[config.mk]
export PLATFORM = sky130hd
export DESIGN_NAME = prog_loader
export DESIGN_NICKNAME = d
export VERILOG_FILES = /design/src/rtl/prog_loader.sv
export SDC_FILE = /design/constraint.sdc
export NUM_CORES = 1
export LEC_CHECK = 0
export ABC_AREA = 1
export CAP_MARGIN = 25
export CORE_MARGIN = 3
export CORE_UTILIZATION = 35
export CTS_BUF_LIST = sky130_fd_sc_hd__clkbuf_8
export CTS_CLUSTER_SIZE = 14
export DETAILED_ROUTE_END_ITERATION = 12
export GPL_TIMING_DRIVEN = 0
export PLACE_DENSITY = 0.83
export SLEW_MARGIN = 0
export SYNTH_ARGS = -nofsm -noshare
export SYNTH_HDL_FRONTEND = slang
export SYNTH_SLANG_ARGS = --single-unit
export TNS_END_PERCENT = 5
[constraint.sdc]
create_clock -name CLK100MHZ -period 2 [get_ports CLK100MHZ]
set_input_delay 0.3 -clock CLK100MHZ [delete_from_list [all_inputs] [get_ports CLK100MHZ]]
set_output_delay 0.3 -clock CLK100MHZ [all_outputs]
set_load 0.02 [all_outputs]
[src/rtl/prog_loader.sv]
// prog_loader: copies ROM_DEPTH words from a synchronous ROM into the core's instruction memory, holding the core in reset meanwhile.
// Latency: start edge -> FETCH in 3 cycles; 2 cycles per word plus 1 per stalled cycle; done/error the cycle after the last handshake.
// Backpressure: mem_valid held with stable mem_addr/mem_wdata until mem_ready; optional checksum check under PROG_LOADER_CHECKSUM_EN.
module prog_loader #(
    parameter int DATA_WIDTH = 32,
    parameter int ROM_DEPTH  = 256,
    parameter int ADDR_WIDTH = $clog2(ROM_DEPTH),
    parameter int BASE_ADDR  = 0
) (
    input  logic                  CLK100MHZ,
    input  logic                  reset_n,
    input  logic                  start,
    output logic [ADDR_WIDTH-1:0] rom_addr,
    input  logic [DATA_WIDTH-1:0] rom_data,
    output logic [ADDR_WIDTH-1:0] mem_addr,
    output logic [DATA_WIDTH-1:0] mem_wdata,
    output logic                  mem_valid,
    input  logic                  mem_ready,
    output logic                  core_hold,
    output logic                  busy,
    output logic                  done,
`ifdef PROG_LOADER_CHECKSUM_EN
    input  logic [DATA_WIDTH-1:0] checksum_expected,
    output logic [DATA_WIDTH-1:0] checksum,
`endif
    output logic                  error
);

    localparam int                    IDX_W    = ADDR_WIDTH + 1;
    localparam logic [IDX_W-1:0]      LAST_IDX = IDX_W'(ROM_DEPTH - 1);
    localparam logic [ADDR_WIDTH-1:0] BASE     = ADDR_WIDTH'(BASE_ADDR);

    typedef enum logic [2:0] {
        S_IDLE,
        S_FETCH,
        S_WRITE,
        S_DONE,
        S_ERROR
    } state_t;

    state_t           r_state;
    state_t           w_next;
    logic             r_sync1;
    logic             r_sync2;
    logic             r_sync3;
    logic             w_go;
    logic             w_start_load;
    logic             w_hs;
    logic             w_last;
    logic             w_fail;
    logic [IDX_W-1:0] r_idx;
    logic             r_done;

    // two-flop synchroniser for the button, plus one register for edge detection
    always_ff @(posedge CLK100MHZ or negedge reset_n) begin
        if (!reset_n) begin
            r_sync1 <= 1'b0;
            r_sync2 <= 1'b0;
            r_sync3 <= 1'b0;
        end else begin
            r_sync1 <= start;
            r_sync2 <= r_sync1;
            r_sync3 <= r_sync2;
        end
    end

    // a held button gives exactly one go pulse; go during a copy is dropped
    assign w_go         = r_sync2 & ~r_sync3;
    assign w_start_load = w_go & ((r_state == S_IDLE) | (r_state == S_DONE) | (r_state == S_ERROR));
    assign w_hs         = (r_state == S_WRITE) & mem_ready;
    assign w_last       = (r_idx == LAST_IDX);

`ifdef PROG_LOADER_CHECKSUM_EN
    logic [DATA_WIDTH-1:0] r_sum;
    logic [DATA_WIDTH-1:0] w_sum_next;
    logic                  r_error;

    // the final word is folded in before comparing, so the check costs no extra cycle
    assign w_sum_next = r_sum + rom_data;
    assign w_fail     = (w_sum_next != checksum_expected);
    assign checksum   = r_sum;
    assign error      = r_error;

    // running image sum and sticky error flag
    always_ff @(posedge CLK100MHZ or negedge reset_n) begin
        if (!reset_n) begin
            r_sum   <= '0;
            r_error <= 1'b0;
        end else if (w_start_load) begin
            r_sum   <= '0;
            r_error <= 1'b0;
        end else if (w_hs) begin
            r_sum <= w_sum_next;
            if (w_last) begin
                r_error <= w_fail;
            end
        end
    end
`else
    assign w_fail = 1'b0;
    assign error  = 1'b0;
`endif

    // state register
    always_ff @(posedge CLK100MHZ or negedge reset_n) begin
        if (!reset_n) begin
            r_state <= S_IDLE;
        end else begin
            r_state <= w_next;
        end
    end

    // next-state logic: FETCH gives the ROM one cycle, WRITE waits for the handshake
    always_comb begin
        w_next = r_state;
        case (r_state)
            S_IDLE, S_DONE, S_ERROR: if (w_go) w_next = S_FETCH;
            S_FETCH:                 w_next = S_WRITE;
            S_WRITE: begin
                if (w_hs) begin
                    if (!w_last)     w_next = S_FETCH;
                    else if (w_fail) w_next = S_ERROR;
                    else             w_next = S_DONE;
                end
            end
            default:                 w_next = S_IDLE;
        endcase
    end

    // word index and sticky done flag; idx is one bit wider so it never wraps mid-load
    always_ff @(posedge CLK100MHZ or negedge reset_n) begin
        if (!reset_n) begin
            r_idx  <= '0;
            r_done <= 1'b0;
        end else if (w_start_load) begin
            r_idx  <= '0;
            r_done <= 1'b0;
        end else if (w_hs) begin
            if (w_last) begin
                r_done <= ~w_fail;
            end else begin
                r_idx <= r_idx + IDX_W'(1);
            end
        end
    end

    // outputs decoded from state; rom_addr only moves on a handshake, so rom_data stays stable while stalled
    always_comb begin
        busy      = (r_state == S_FETCH) | (r_state == S_WRITE);
        core_hold = busy | (r_state == S_ERROR);
        mem_valid = (r_state == S_WRITE);
        rom_addr  = r_idx[ADDR_WIDTH-1:0];
        mem_addr  = mem_valid ? (BASE + r_idx[ADDR_WIDTH-1:0]) : '0;
        mem_wdata = mem_valid ? rom_data : '0;
        done      = r_done;
    end

endmodule

## Word-level counts from Yosys, hierarchy flattened

Cells that the tools add are included.

| word-level totals | value |
|---|---|
| bits in registers | 16 |
| latch bits | 0 |
| bits in writable memories | 0 |
| memory bits (read-only) | 0 |
| bits of input ports | 36 |
| output and inout bits | 53 |
| word-level logic and storage cells | 42 |
| memories | 0 |

| operators by class | value |
|---|---|
| add/sub/neg operators | 1 |
| multiply operators | 0 |
| divide/modulo/power cells | 0 |
| $lt $le $gt $ge | 0 |
| eq/ne operators | 8 |
| shift-type cells | 0 |
| muxes and demuxes | 12 |
| bitwise logic cells | 8 |
| reduce and logical (&&, ||, !) cells | 7 |

Operator list:

| kind | number |
|---|---|
| $mux 32 | 1 |
| $mux 9 | 3 |
| $add 9x1->9 const B | 1 |
| $eq 9x8->1 const B | 1 |
| $pmux 3 s3 | 1 |
| $mux 8 | 1 |
| $eq 3x2->1 const B | 2 |
| $mux 3 | 2 |
| $reduce_and 2->1 | 3 |
| $ne 2x2->1 const B | 2 |
| $or 1x1->1 | 4 |
| $reduce_bool 2->1 | 2 |
| $and 1x1->1 | 3 |
| $eq 3x1->1 const B | 1 |
| $eq 3x3->1 const B | 1 |
| $logic_not 3->1 | 1 |
| $mux 1 | 3 |
| $reduce_or 3->1 | 1 |
| $mux 2 | 1 |
| $ne 2x1->1 const B | 1 |
| $not 1->1 | 1 |

## Longest topological paths before layout

Gate-level depths: netlist of the first run.

| depth | value |
|---|---|
| depth after elaboration | 6 |
| mapped depth | 11 |

## Worst setup path before layout of the first run

Ideal clock, no wire load.

| timing | value |
|---|---|
| path type | register -> register |
| from | register r_idx[1] |
| to | register r_idx[5] |
| arrival time | 1.543 ns |
| data required time | 1.881 ns |
| slack | 0.338 ns |
| cell stages (with the launch flop) | 11 |
| path buffers | 0 |
| period minus slack after synthesis | 1.662 ns |
| cell sequence | dfrtp_1 ha_1 nand2_1 nor2_1 and3_1 ha_1 inv_2 nand3_2 nand2_4 a21oi_1 nor2_1 |

| on the way | value |
|---|---|
| word-level cells in the longest chain between the ends | 4 |
| elaborated cells between the ends (all ways) | 7 |

RTL lines:

| element | line | source |
|---|---|---|
| from (decl) | 51 | `logic [IDX_W-1:0] r_idx;` |
| from (signal assigned) | 142 | `r_idx <= r_idx + IDX_W'(1);` |
| $add 9x1->9 | 142 |  |
| $mux 9 | 139 | `if (w_last) begin` |
| $mux 9 | 138 | `end else if (w_hs) begin` |
| $mux 9 | 135 | `end else if (w_start_load) begin` |

Parallel ways exist; a longest one is shown, timed or not. The select of a mux whose other input is x is not followed.
A chain may end at the register's enable or synchronous reset.

## Worst setup path after layout of the first run

| timing | value |
|---|---|
| from | register r_state[0] |
| to | output mem_wdata[5] |

| on the way | value |
|---|---|
| word-level cells in the longest chain between the ends | 2 |

RTL lines:

| element | line | source |
|---|---|---|
| from (decl) | 41 | `state_t r_state;` |
| from (signal assigned) | 109 | `r_state <= w_next;` |
| $eq 3x2->1 | 151 | `mem_valid = (r_state == S_WRITE);` |
| $mux 32 | 154 | `mem_wdata = mem_valid ? rom_data : '0;` |
| to (decl) | 16 | `output logic [DATA_WIDTH-1:0] mem_wdata,` |

Every way passes these cells.

==> results of run 1 <==
[sequential cells by signal, summed over array words and instances (netlist names)]
name / cells
done: 1
r_idx: 9
r_state: 2
r_sync2: 1
r_sync1: 1
r_sync3: 1
[worst max-delay path: stages (launching register included)]
cell	delay, ns
dfrtp_1	0.42
inv_1	0.07
ha_1	0.15
buf_4	0.16
buf_6	0.14
nand2_1	0.06
inv_1	0.06
clkdlybuf4s15_2	0.26
[through the flow]
step / cells / hold WS (ns) / total power, W / setup TNS [ns]
after global routing: 322 / 0.3767 / 0.002033 / 0
after CTS: 322 / 0.3607 / 0.001912 / 0
final: 322 / 0.3569 / 0.001875 / 0
after detailed placement: 318 / 0.3465 / 0.001761 / -0.8585
after floorplan: 187 / 0.004409 / 0.001174 / 0
after global placement: 318 / 0.3341 / 0.001732 / -0.3033
[placed cells by master (no fill, tap or decap)]
cell type	instances
o22ai_1	1
conb_1	1
clkdlybuf4s50_1	45
clkbuf_8	3
a21oi_2	1
nand2_4	1
nor2_1	8
clkinv_2	1
nor2_2	2
and3_1	2
nand3_2	1
clkbuf_2	38
buf_6	1
nor2_4	1
clkdlybuf4s15_2	2
dlygate4sd2_1	1
ha_2	2
buf_4	13
a21oi_1	5
clkbuf_4	2
o21ai_1	2
dfrtp_2	1
inv_2	2
dfrtp_1	14
nand2_2	1
nand3_4	1
inv_1	51
ha_1	3
nand3_1	8
nand2_1	59
o21ai_0	5
[layer usage]
layer  vias to the layer above  GRT usage  share of wire
met1                       583     0.1931           0.40
li1                        708          -              -
met2                        57     0.3110           0.50
met5                         -          0              0
met4                         0    0.04222         0.0040
met3                         2    0.04921          0.099
[cell type report]
type                    instances  area [um^2]  area share
repair buffers                 87        679.4      0.3411
multi-input cells             104        519.2      0.2607
flip-flops and latches         15        376.6      0.1891
inverters                      53        198.9     0.09987
plain buffers                  15        116.4     0.05842
well taps                      44        55.05     0.02764
clock buffers                   3        41.29     0.02073
clock inverters                 1        5.005    0.002513
[power by group]
group | leakage [nW] | total, W | switching, W | internal, W
registers | 0.195 | 0.000421 | 0.0000649 | 0.000356
logic | 1.05 | 0.00121 | 0.000720 | 0.000491
clock network | 0.0255 | 0.000244 | 0.000107 | 0.000138
[cells by family (layout without fill, tap and decap cells)]
| kind of cell | after synthesis | count (layout) | share of synthesized area |
|---|---|---|---|
| buf+inv | 68 | 159 | 0.2545 |
| other cells | 1 | 1 | 0.003165 |
| flops | 15 | 15 | 0.3168 |
| compound gates | 14 | 14 | 0.06019 |
| fa+ha+maj | 5 | 5 | 0.05280 |
| simple gates | 84 | 84 | 0.3126 |
[worst max-delay path by stage]
stage / startpoint / end / depth (start not counted)
finish: r_state[0]$_DFFE_PN0P_ / mem_wdata[5] / 7
floorplan: r_idx[1]$_DFFE_PN0P_ / r_idx[5]$_DFFE_PN0P_ / 10
global placement: r_state[0]$_DFFE_PN0P_ / mem_addr[2] / 7
CTS: r_state[0]$_DFFE_PN0P_ / mem_wdata[15] / 7
global route: r_idx[0]$_DFFE_PN0P_ / r_idx[0]$_DFFE_PN0P_ / 11
detailed placement: r_state[0]$_DFFE_PN0P_ / mem_addr[6] / 7
[repair_timing]
action | in CTS | in global routing
setup buffers | 0 | 0
endpoints found under the setup margin | 42 | 47
pin swaps | 0 | 1
gates resized for setup | 64 | 68
endpoints found under the hold margin | 0 | 0
==> results.sh, run 1 <==
export IMPL_vias_per_cell=4.193
export IMPL_start_util=0.3758
export IMPL_num_vias=1350
export IMPL_finalCritPeriodShare=0.9300
export IMPL_fmax_ghz=0.5376
export IMPL_ys_top_cells_by_count="59 x nand2_1, 51 x inv_1, 15 x dfrtp_1"
export IMPL_final_core_util=0.6317
export IMPL_hpwl_mm=2.882
export IMPL_worst_setup_path_start_kind="register"
export IMPL_cts_tree="done"
export IMPL_grt_pass1_vias=1230
export IMPL_relSlewSlack=0.5364
export IMPL_place_ws_ns=-0.07096
export IMPL_setup_viol=0
export IMPL_ys_types=21
export IMPL_die_h_um=64.19
export IMPL_path_clk_slew_ns=0.06
export IMPL_root_buffer="clkbuf_8"
export IMPL_design_area_um2=1992
export IMPL_reg2reg_to="r_idx[0]$_DFFE_PN0P_"
export IMPL_track_usage=0.1705
export IMPL_ys_seq_area_frac=0.3168
export IMPL_hold_end="r_sync2$_DFF_PN0_"
export IMPL_syn_nets=228
export IMPL_synth_warnings=0
export IMPL_critical_path_arrival_ns=1.56
export IMPL_tightestPinTransition_ns=0.6932
export IMPL_worstReg2RegStart="r_idx[0]$_DFFE_PN0P_"
export IMPL_drtIter0Drc=41
export IMPL_finalHoldViolCount=0
export IMPL_ys_flop_type="dfrtp_1"
export IMPL_row_count=20
export IMPL_status="finished, final reports clean"
export IMPL_drt_wl_total_mm=3.478
export IMPL_place_congestion=0.8080
export IMPL_synth_top_area_cell="dfrtp_1"
export IMPL_cts_sinks=15
export IMPL_power_density_nw_per_um2=941.4
export IMPL_grt_pass1_wl_mm=5.699
export IMPL_worstPathRequired_ns=1.70
export IMPL_setup_slack_ns=0.1400
export IMPL_period_needed_ns=1.860
export IMPL_drt_pass1_iter_count=4
export IMPL_areaGrowthSynthToFinish_pct=68.11
export IMPL_synth_seq_cells=15
export IMPL_synthArstFlopShare=1.000
export IMPL_finClkSkew_ns=0.001338
export IMPL_drive_gt1_frac=0.2626
export IMPL_port_buffers=87
export IMPL_ios=89
export IMPL_synth_most_common_cell="nand2_1"
export IMPL_drv_slew=0
export IMPL_max_cap_violations=0
export IMPL_path_class="reg -> out"
export IMPL_synth_avg_cell_area_um2=6.336
export IMPL_end_kind="output pin"
export IMPL_cts_buffers=3
export IMPL_die_w_um=64.19
export IMPL_coreArea_um2=3153
export IMPL_synth_cells=187
export IMPL_wl_per_cell_um=10.80
export IMPL_grt_max_degree=16
export IMPL_ant_nets=0
export IMPL_diodes=0
export IMPL_rrSetupSlack_ns=0.14
export IMPL_drcViolationCount=0
export IMPL_clkLatencyLatePin_ns=0.25
export IMPL_hp_class="reg -> reg"
export IMPL_h_tree_depth=1
export IMPL_dieArea_um2=4120
export IMPL_hold_path_startpoint="r_sync1$_DFF_PN0_"
export IMPL_synth_edff_count=0
export IMPL_placed_area_um2=2111
export IMPL_n_fill_cell=314
export IMPL_rsz0062_at_grt="false"
export IMPL_ir_worst_vdd_uv=650.4
export IMPL_syn_cell_area_um2=1185
export IMPL_power_leakage_nw=1.268
export IMPL_cp_max_fo=10
export IMPL_layout_nets=320
export IMPL_min_path_cells=0
export IMPL_antenna_found_initial=0
export IMPL_rr_worst_depth=11
export IMPL_gr_total_overflow=0
export IMPL_synth_area_leaders="dfrtp_1 32%, nand2_1 19%, inv_1 16%"
export IMPL_cts_hold_buf=0
export IMPL_clock_path_buffers=2
export IMPL_netlist_area_leader_share=0.3168
Note: power is estimated with default switching activity, not from simulation.
==> inputs of run 2 (changes only) <==
clock period = 2.1 ns   (was 2 ns; I/O delays follow)
==> run 2 against run 1 <==
Clock skew grew 0.00086 ns. Wire length shrank 3.2%. Clock power shrank 5%. Largest cell class unchanged. Highest routed layer unchanged.
==> results.sh, run 2 (synthesis gave the netlist of run 1 again) <==
export IMPL_busiest_layer="met2"
export IMPL_biggestRegsByFlops="r_idx (9), r_state (2)"
export IMPL_p_total_w=0.001814
export IMPL_worst_hold_slack_ns=0.3563
export IMPL_place_congestion=0.8080
export IMPL_cts_tree="done"
export IMPL_worstPathRequired_ns=1.78
export IMPL_finalHoldViolCount=0
export IMPL_cts_sinks=15
export IMPL_ir_worst_vdd_uv=583.2
export IMPL_drv_slew=0
export IMPL_layout_nets=320
export IMPL_status="finished, final reports clean"
export IMPL_hpwl_mm=2.882
export IMPL_antenna_found_initial=0
export IMPL_final_cell_mix="59 x nand2_1, 51 x inv_1, 45 x clkdlybuf4s50_1"
export IMPL_areaGrowthSynthToFinish_pct=80.04
export IMPL_h_tree_depth=1
export IMPL_ant_nets=0
export IMPL_port_buffers=87
export IMPL_die_h_um=64.19
export IMPL_hold_path_startpoint="r_sync1$_DFF_PN0_"
export IMPL_worstReg2RegStart="r_idx[1]$_DFFE_PN0P_"
export IMPL_cp_max_fo=10
export IMPL_finClkSkew_ns=0.002196
export IMPL_fmax_ghz=0.5034
export IMPL_regMostFlops="r_idx"
export IMPL_clock_path_buffers=2
export IMPL_largest_reg_flops=9
export IMPL_drive_gt1_frac=0.1151
export IMPL_setup_viol=0
export IMPL_row_count=20
export IMPL_post_cts_resized=42
export IMPL_drt_pass1_iter_count=4
export IMPL_drcViolationCount=0
export IMPL_rsz0062_at_grt="true"
export IMPL_max_cap_violations=0
export IMPL_startpoint="r_state[0]$_DFFE_PN0P_"
export IMPL_layout_commonest_cell="nand2_1"
export IMPL_hp_class="reg -> reg"
export IMPL_start_util=0.3758
export IMPL_met2_usage=0.3110
export IMPL_cts_hold_buf=0
export IMPL_num_vias=1323
export IMPL_track_usage=0.1708
export IMPL_period_needed_ns=1.987
export IMPL_wl_per_cell_um=10.45
export IMPL_worst_setup_path_start_kind="register"
export IMPL_relSlewSlack=0.5484
export IMPL_met3_usage=0.04921
export IMPL_drtIter0Drc=35
export IMPL_design_area_um2=2133
export IMPL_diodes=0
export IMPL_power_leakage_nw=1.335
export IMPL_dieArea_um2=4120
export IMPL_placed_area_um2=2111
export IMPL_power_density_nw_per_um2=850.2
export IMPL_end_kind="output pin"
export IMPL_grt_pass1_wl_mm=5.713
export IMPL_die_w_um=64.19
export IMPL_grt_max_degree=16
export IMPL_tightestPinTransition_ns=0.6753
export IMPL_cts_buffers=3
export IMPL_root_buffer="clkbuf_8"
export IMPL_finalCritPeriodShare=0.9460
export IMPL_vias_per_cell=4.109
export IMPL_n_fill_cell=296
export IMPL_grt_pass1_vias=1230
export IMPL_post_cts_buffers=0
export IMPL_clkLatencyLatePin_ns=0.24
export IMPL_ios=89
export IMPL_critical_path_arrival_ns=1.67
export IMPL_drt_wl_total_mm=3.366
export IMPL_path_clk_slew_ns=0.06
export IMPL_use_met1=0.1942
export IMPL_gr_total_overflow=0
export IMPL_path_class="reg -> out"
export IMPL_coreArea_um2=3153
==> run 2: cell types whose count changed in the layout (fill, tap and decap cells not counted), moves of 2 or more <==
cell / previous run / this run
clkbuf_2: 38 / 3
ha_2: 2 / 0
clkdlybuf4s15_2: 2 / 0
dlygate4sd2_1: 1 / 17
clkdlybuf4s15_1: 0 / 20
ha_1: 3 / 5
==> run 2: cell type report <==
type,count,area [um^2],share of cell area
clock inverters,1,5.005,0.002346
repair buffers,87,834.6,0.3912
clock buffers,3,41.29,0.01935
well taps,44,55.05,0.02581
inverters,53,198.9,0.09326
multi-input cells,104,510.5,0.2393
plain buffers,15,112.6,0.05279
flip-flops and latches,15,375.4,0.1760
==> run 2: report_power, final <==
| group | internal (W) | switching (W) |
|---|---|---|
| registers | 0.000337 | 0.0000603 |
| logic | 0.000510 | 0.000675 |
| clock network | 0.000131 | 0.000100 |
| total | 0.000978 | 0.000836 |
==> run 2: layer usage <==
| metal | wire length, um | share of wire |
|---|---|---|
| met1 | 1389 | 0.41 |
| met2 | 1672 | 0.50 |
| met5 | 0 | 0 |
| met3 | 288 | 0.086 |
| met4 | 14 | 0.0042 |
==> run 2: per-stage QoR <==
stage               setup WS [ns]  cells    util  setup TNS, ns
finish                     0.1134    322  0.6766              0
global route            -0.004808    322  0.6766      -0.005777
CTS                       0.01165    322  0.6683              0
detailed placement        0.01404    318  0.6694              0
global placement          0.04770    318  0.6694              0
floorplan                  0.4379    187       -              0
==> run 2: critical path: stages, from the launching register on <==
cell	delay (ns)
dfrtp_1	0.41
inv_1	0.07
ha_1	0.15
buf_4	0.16
clkbuf_4	0.20
nand2_1	0.06
inv_1	0.04
dlygate4sd2_1	0.32
==> run 2: worst paths after layout <==
path | endpoint | slack [ns] | cells past startpoint
worst min-delay path | r_sync2$_DFF_PN0_ | 0.36 | 0
min in group asynchronous | r_idx[5]$_DFFE_PN0P_ | 0.48 | 1
worst max-delay path | mem_wdata[23] | 0.11 | 7
max in group asynchronous | r_idx[1]$_DFFE_PN0P_ | 1.19 | 1
worst max register to register | r_idx[2]$_DFFE_PN0P_ | 0.19 | 10
worst min register to register | r_sync2$_DFF_PN0_ | 0.36 | 0
